<file path="src/rtl/proc_phase_ctrl.sv">
// proc_phase_ctrl: multicycle IF/ID/EX/MEM/WB sequencer driving stall/pc_rst for proc_top.
// Define PHASE_PERF_CNT_EN to add the cyc_cnt/instr_cnt performance counters.
module proc_phase_ctrl #(
  parameter logic [31:0] HALT_PC      = 32'h80088008,
  parameter int unsigned PC_RST_CYC   = 2,
  parameter int unsigned MEM_WAIT_MAX = 8
) (
  input  logic        clk,
  input  logic        rst,
  input  logic [31:0] next_pc,
  input  logic        jbr_taken,
  input  logic        mem_ready,
  output logic        stall,
  output logic        pc_rst,
  output logic [2:0]  phase,
  output logic        mem_req,
  output logic        instr_done,
  output logic        halted,
  output logic        timeout_err
`ifdef PHASE_PERF_CNT_EN
  ,
  output logic [31:0] cyc_cnt,
  output logic [31:0] instr_cnt
`endif
);
  typedef enum logic [2:0] {
    S_IF    = 3'd0,
    S_ID    = 3'd1,
    S_EX    = 3'd2,
    S_MEM   = 3'd3,
    S_WB    = 3'd4,
    S_PCRST = 3'd5,
    S_HALT  = 3'd6,
    S_ERR   = 3'd7
  } state_t;
  localparam logic [3:0] RST_LAST  = 4'(PC_RST_CYC);
  localparam logic [7:0] WAIT_LAST = 8'(MEM_WAIT_MAX - 1);
  state_t     state_q, state_d;
  logic [3:0] rst_cnt_q, rst_cnt_d;
  logic [7:0] wait_cnt_q, wait_cnt_d;
  logic       stall_q, pc_rst_q, mem_req_q, instr_done_q, halted_q, timeout_err_q;
  logic       stall_d, pc_rst_d, mem_req_d, instr_done_d, halted_d, timeout_err_d;
  always_comb begin
    state_d    = state_q;
    rst_cnt_d  = rst_cnt_q;
    wait_cnt_d = wait_cnt_q;
    case (state_q)
      S_PCRST: begin
        state_d   = (rst_cnt_q == RST_LAST) ? S_IF : S_PCRST;
        rst_cnt_d = (rst_cnt_q == RST_LAST) ? rst_cnt_q : rst_cnt_q + 4'd1;
      end
      S_IF: state_d = S_ID;
      S_ID: state_d = jbr_taken ? S_WB : S_EX;
      S_EX: begin
        state_d    = jbr_taken ? S_WB : S_MEM;
        wait_cnt_d = '0;
      end
      // a late mem_ready on the final allowed cycle still completes the access
      S_MEM: begin
        state_d    = mem_ready ? S_WB : (wait_cnt_q == WAIT_LAST) ? S_ERR : S_MEM;
        wait_cnt_d = (&wait_cnt_q) ? wait_cnt_q : wait_cnt_q + 8'd1;
      end
      S_WB: state_d = (next_pc == HALT_PC) ? S_HALT : S_IF;
      default: state_d = state_q;
    endcase
    stall_d       = state_d != S_WB;
    pc_rst_d      = state_d == S_PCRST;
    mem_req_d     = state_d == S_MEM;
    instr_done_d  = state_d == S_WB;
    halted_d      = state_d == S_HALT;
    timeout_err_d = state_d == S_ERR;
  end
  always_ff @(posedge clk) begin
    if (!rst) begin
      state_q       <= S_PCRST;
      rst_cnt_q     <= '0;
      wait_cnt_q    <= '0;
      stall_q       <= 1'b0;
      pc_rst_q      <= 1'b1;
      mem_req_q     <= 1'b0;
      instr_done_q  <= 1'b0;
      halted_q      <= 1'b0;
      timeout_err_q <= 1'b0;
    end else begin
      state_q       <= state_d;
      rst_cnt_q     <= rst_cnt_d;
      wait_cnt_q    <= wait_cnt_d;
      stall_q       <= stall_d;
      pc_rst_q      <= pc_rst_d;
      mem_req_q     <= mem_req_d;
      instr_done_q  <= instr_done_d;
      halted_q      <= halted_d;
      timeout_err_q <= timeout_err_d;
    end
  end
  assign phase       = state_q;
  assign stall       = stall_q;
  assign pc_rst      = pc_rst_q;
  assign mem_req     = mem_req_q;
  assign instr_done  = instr_done_q;
  assign halted      = halted_q;
  assign timeout_err = timeout_err_q;
`ifdef PHASE_PERF_CNT_EN
  logic [31:0] cyc_cnt_q, cyc_cnt_d, instr_cnt_q, instr_cnt_d;
  always_comb begin
    cyc_cnt_d   = (state_q inside {S_PCRST, S_HALT, S_ERR}) ? cyc_cnt_q : cyc_cnt_q + 32'd1;
    instr_cnt_d = instr_done_q ? instr_cnt_q + 32'd1 : instr_cnt_q;
  end
  always_ff @(posedge clk) begin
    if (!rst) begin
      cyc_cnt_q   <= '0;
      instr_cnt_q <= '0;
    end else begin
      cyc_cnt_q   <= cyc_cnt_d;
      instr_cnt_q <= instr_cnt_d;
    end
  end
  assign cyc_cnt   = cyc_cnt_q;
  assign instr_cnt = instr_cnt_q;
`endif
endmodule

</file>
<file path="config.mk">
export PLATFORM = sky130hd
export DESIGN_NAME = proc_phase_ctrl
export DESIGN_NICKNAME = d
export VERILOG_FILES = /design/src/rtl/proc_phase_ctrl.sv
export SDC_FILE = /design/constraint.sdc
export NUM_CORES = 1
export LEC_CHECK = 0
export ABC_AREA = 1
export BUFFER_PORTS_ARGS = -buffer_cell sky130_fd_sc_hd__buf_2
export CAP_MARGIN = 25
export CORE_AREA = 2 2 78 62
export CTS_CLUSTER_SIZE = 30
export DETAILED_ROUTE_END_ITERATION = 12
export DIE_AREA = 0 0 80 64
export GPL_TIMING_DRIVEN = 0
export PLACE_DENSITY = 0.62
export SLEW_MARGIN = 30
export SYNTH_ARGS = -nofsm -noshare
export SYNTH_HDL_FRONTEND = slang
export SYNTH_SLANG_ARGS = --single-unit
export TNS_END_PERCENT = 50
</file>
<file path="constraint.sdc">
create_clock -name clk -period 1.2 [get_ports clk]
set_input_delay 0.12 -clock clk [delete_from_list [all_inputs] [get_ports clk]]
set_output_delay 0.12 -clock clk [all_outputs]
set_load 0.05 [all_outputs]
</file>
==> Word-level counts from Yosys, hierarchy flattened <==
Cells that the tools add are included.
{ "word_totals": {"reg_bits": 21, "in_bits": 36, "output_inout_bits": 9, "wordCells": 41} }
{ "op_classes": {"addsub": 2, "n_eq_ne": 15, "n_mux": 9, "bitwise_logic": 1, "n_reduce_logical": 5} }
{ "op_table": {"columns": ["operator", "n"], "rows": [
  ["$eq 32x32->1 const B", 1],
  ["$eq 3x3->1 const B", 6],
  ["$mux 3", 6],
  ["$pmux 3 s6", 1],
  ["$pmux 8 s2", 1],
  ["$eq 3x2->1 const B", 3],
  ["$add 8x1->8 const B", 1],
  ["$eq 8x3->1 const B", 1],
  ["$mux 8", 1],
  ["$reduce_and 8->1", 1],
  ["$add 4x1->4 const B", 1],
  ["$eq 4x2->1 const B", 1],
  ["$reduce_and 2->1", 2],
  ["$eq 3x1->1 const B", 1],
  ["$logic_not 3->1", 1],
  ["$ne 3x3->1 const B", 1],
  ["$ne 2x2->1 const B", 1],
  ["$reduce_bool 2->1", 1],
  ["$not 1->1", 1]
]} }

==> Longest topological paths before layout <==
{ "depth": {"depth_word": 5, "mapped_depth": 11, "depth_no_buf": 11} }

==> Least setup slack after synthesis <==
No wires, ideal clock.
{ "synth_timing": {"kind": "reg2reg", "start": "register state_q[1] (netlist: phase[1])", "end": "register instr_done_q (netlist: instr_done)", "setup_ns": 0.112, "arrival_time_ns": 1.550, "path_slack_ns": -0.462, "stages_incl_launch_ff": 8, "path_buffers": 0, "synth_period_minus_slack_ns": 1.662, "path_cell_list": "dfxtp_1 -> inv_2 -> nor3_4 -> nand2_2 -> nand4_2 -> nand2_2 -> nand2_2 -> nor2_1"} }
{ "synth_via": {"elab_chain_cells": 3} }
{ "synth_lines": {"columns": ["element", "line", "text"], "rows": [
  ["start, declared", "38", "state_t state_q, state_d;"],
  ["start signal, assigned", "85", "state_q <= state_d;"],
  ["$eq 3x3->1, or another cell as far along", "47", "case (state_q)"],
  ["$pmux 3 s6 (*)", "47", null],
  ["$eq 3x3->1 (*)", "69", "instr_done_d = state_d == S_WB;"],
  ["end signal, assigned", "91", "instr_done_q <= instr_done_d;"],
  ["end, declared", "41", "logic stall_q, pc_rst_q, mem_req_q, instr_done_q, halted_q, timeout_err_q;"]
]} }
Every way passes the cells marked *; elsewhere a longest branch is shown, timed or not.
A chain may end at the register's enable or synchronous reset.

==> Worst setup path after layout <==
{ "layout_timing": {"start": "register wait_cnt_q[6]", "end": "register wait_cnt_q[7]"} }
{ "layout_via": {"elab_chain_cells": 3} }
{ "layout_lines": {"columns": ["element", "line", "text"], "rows": [
  ["start, declared", "40", "logic [7:0] wait_cnt_q, wait_cnt_d;"],
  ["start signal, assigned", "87", "wait_cnt_q <= wait_cnt_d;"],
  ["$add 8x1->8 / $reduce_and 8->1 (equally long branches)", "61", "wait_cnt_d = (&wait_cnt_q) ? wait_cnt_q : wait_cnt_q + 8'd1;"],
  ["$mux 8 / $ne 2x2->1 (equally long branches)", null, null],
  ["$pmux 8 s2 / $reduce_and 2->1 (equally long branches)", null, null]
]} }
Several ways; a longest one is shown, not always the timed one. The select of a mux whose other input is x is not followed.

==> impl_metrics.csv <==
group,metric,value,unit
yosys,syn_area,1260,µm²
global_routing,grt_pass1_wl,5.20,mm
global_routing,antenna_found_initial,0,
yosys,ys_seq_area_share,33.3,%
cts,root_buffer,"clkbuf_8",
floorplanning,die_height,64,µm
floorplanning,dieArea,5120,µm²
critical_path,critPathTopFamily,"simple AND/OR/NAND/NOR gates",
min_path,worstHoldPathCells,3,
cts,numCtsBuffers,3,
cts,clockBufferDepth,2,
sta,rsz0062_at_grt,"yes",
sta,max_freq,0.788,GHz
yosys,synth.distinct_cells,22,
power,power_density,1310,nW/µm²
cts,cts_num_sinks,21,
place,place_area,1570,µm²
place,globalplace.congestion,0.787,
floorplanning,initial_core_util,29.3,%
sta,skew,0.00304,ns
yosys,synth_warnings,0,
final_layout,antenna_cells,0,
final_layout,design_area,1920,µm²
critical_path,worstPathMaxFanout,5,
sta,hold_viol,0,
critical_path,worstSetupPathDepth,8,
sta,slew_viol_final,0,
cts,cts_tree,"built",
floorplanning,die_w,80,µm
yosys,synth_nets,238,
sta,fin_crit_sh,106,%
sta,setup_ws,-0.0685,ns
place,hpwl,2.21,mm
route,post_drt_wl_per_cell,10.2,µm
final_layout,stdcell_count,320,
yosys,avgSynthCellArea,6.35,µm²
sta,finalSetupViolations,10,
power,power,2.52,mW
sta,min_period,1.27,ns
final_layout,nFillCells,445,
global_routing,grt_max_degree,12,
power,irDropWorstVdd,0.000927,V
route,num_vias,1412,
floorplanning,core,4310,µm²
global_routing,globalRouteOverflowTotal,0,
cts,postCtsHoldBufs,0,
critical_path,crit_path_start_kind,"flop",
critical_path,worst-setup-path-type,"reg2reg",
critical_path,crit_arrival,1.47,ns
route,drt_iter0_markers,42,
critical_path,cp-end-kind,"flop",
place,placed_cells,300,
min_path,hold_class,"in2reg",
global_routing,grt_pass1_vias,1279,
floorplanning,rows,21,
final_layout,area_growth_syn_to_layout,52.1,%
final_layout,drive_gt1_share,46.4,%
power,p_leak,0.985,nW
critical_path,critPathMaxStageDelay,0.38,ns
run,cap_violations,0,
sta,finalSetupTns,-0.370,ns
critical_path,r2r.worst_path.cells,8,
route,detail-route-antenna-nets,0,
sta,hold-worst-slack,0.131,ns
place,port_buffers,44,
status,violations,"setup timing",
route,drc,0,
yosys,yosys_register_bits,21,
cts,clock_latency,0.26,ns
critical_path,cp.required,1.40,ns
sta,slew_headroom,79.6,%
yosys,synthCells,199,
global_routing,track_usage,12.7,%
cts,path_clk_slew,0.08,ns
route,finalWirelength,3.26,mm
critical_path,crit_buf_inv,1,
critical_path,cp_common_cell,"nor2_1",
critical_path,crit_slowest_cell,"dfxtp_2",
cts,htreeDepth,1,
floorplanning,io_pins,45,
status,status,"finished with violations",
sta,worstMarginPinSlew,0.306,ns
route,routed_via_density,4.41,
route,drt_pre_antenna_iters,5,
critical_path,crit_chain,"nand2_1 -> inv_1 -> nand3_1 -> o21ai_2 -> nand2_2 -> nor2_1 -> nor2_1 -> nor2_1",
final_layout,finalNetCount,303,
[kinds of logic (layout without fill, tap and decap cells)]
| logic type | after synthesis | after routing | share of synthesized area [%] |
|---|---|---|---|
| AND/OR/NAND/NOR | 116 | 116 | 42.6 |
| AO/OA/AOI/OAI | 19 | 19 | 7.82 |
| XOR/XNOR | 3 | 3 | 2.08 |
| flip-flops | 21 | 21 | 33.3 |
| adder cells (fa/ha/maj) | 3 | 3 | 2.97 |
| buffers and inverters | 37 | 101 | 11.3 |
[repair_timing]
| item | CTS | global route |
|---|---|---|
| gates resized for setup | 37 | 19 |
| pin swaps | 17 | 12 |
| setup endpoints to repair | 20 | 19 |
| setup buffers | 15 | 1 |
[synth_stat cells]
library cell	n	area (µm²)
nand4_2	1	12.5
nor2_2	2	12.5
clkbuf_4	1	7.51
nand3_2	1	10.0
nor3_4	1	16.3
nand3b_4	1	20.0
o21ai_2	1	8.76
nor3_1	1	5.00
nand4_1	2	12.5
inv_2	5	18.8
nand3b_1	1	7.51
dfxtp_1	21	420
ha_1	3	37.5
nand2_1	50	188
o21ai_0	6	30.0
a21oi_1	12	60.1
nand2_2	6	37.5
nand3_1	19	95.1
xor2_1	3	26.3
nor2_1	29	109
inv_1	31	116
or2_2	2	12.5
[path summary, 6_finish.rpt]
check                                      to     startpoint  slack [ns]
worst max-delay path            wait_cnt_q[7]  wait_cnt_q[6]       -0.07
worst min-delay path                 phase[0]            rst        0.13
worst max register to register  wait_cnt_q[7]  wait_cnt_q[6]       -0.07
worst min register to register  wait_cnt_q[3]  wait_cnt_q[3]        0.50
[sequential cells by signal, summed over array words and instances, names as in the netlist]
register,flops
pc_rst,1
timeout_err,1
rst_cnt_q,4
mem_req,1
stall,1
phase,3
wait_cnt_q,8
halted,1
instr_done,1
[report_power, final]
| part | total (mW) | leakage (nW) | internal [mW] | switching (mW) |
|---|---|---|---|---|
| clock | 0.462 | 0.0228 | 0.236 | 0.226 |
| sequential | 0.902 | 0.178 | 0.815 | 0.0877 |
| combinational | 1.16 | 0.784 | 0.415 | 0.742 |
[metrics by stage]
stage	setup slack (ns)	util, %
floorplan	-0.143	-
global placement	-0.323	36.5
detailed placement	-0.311	36.5
CTS	-0.0564	43.1
global route	-0.174	44.6
finish	-0.0685	44.6
[metal layers]
layer	global-route usage, %	up-vias	part of all wire (%)
li1	-	747	-
met1	15.8	621	47
met2	21.9	42	45
met3	2.97	2	6.8
met4	3.18	0	0.61
met5	0	-	0
[cells in the final DEF (no fill, tap or decap), drive strengths merged]
cell / Yosys / layout
nand3b: 2 / 2
inv: 36 / 36
ha: 3 / 3
a21oi: 12 / 12
o21ai: 7 / 7
dfxtp: 21 / 21
nand4: 3 / 3
buf: 0 / 60
nor2: 31 / 31
nand2: 56 / 56
clkbuf: 1 / 5
nor3: 2 / 2
xor2: 3 / 3
or2: 2 / 2
nand3: 20 / 20
[worst register-to-register path: cells and delay by family, from the launching register on]
family / cells / cell delay (ns)
DFF: 1 / 0.38
and+or+nand+nor: 6 / 0.52
AOI/OAI and AO/OA: 1 / 0.17
buffers and inverters: 1 / 0.13
[layout make-up]
class | count | area, µm² | area share (%)
flip-flops and latches | 21 | 452 | 23.5
clock buffers | 4 | 45.0 | 2.34
plain buffers | 1 | 7.51 | 0.391
repair buffers | 60 | 344 | 17.9
well taps | 57 | 71.3 | 3.71
multi-input cells | 141 | 860 | 44.7
inverters | 36 | 143 | 7.42
(Power assumes the default switching activity.)
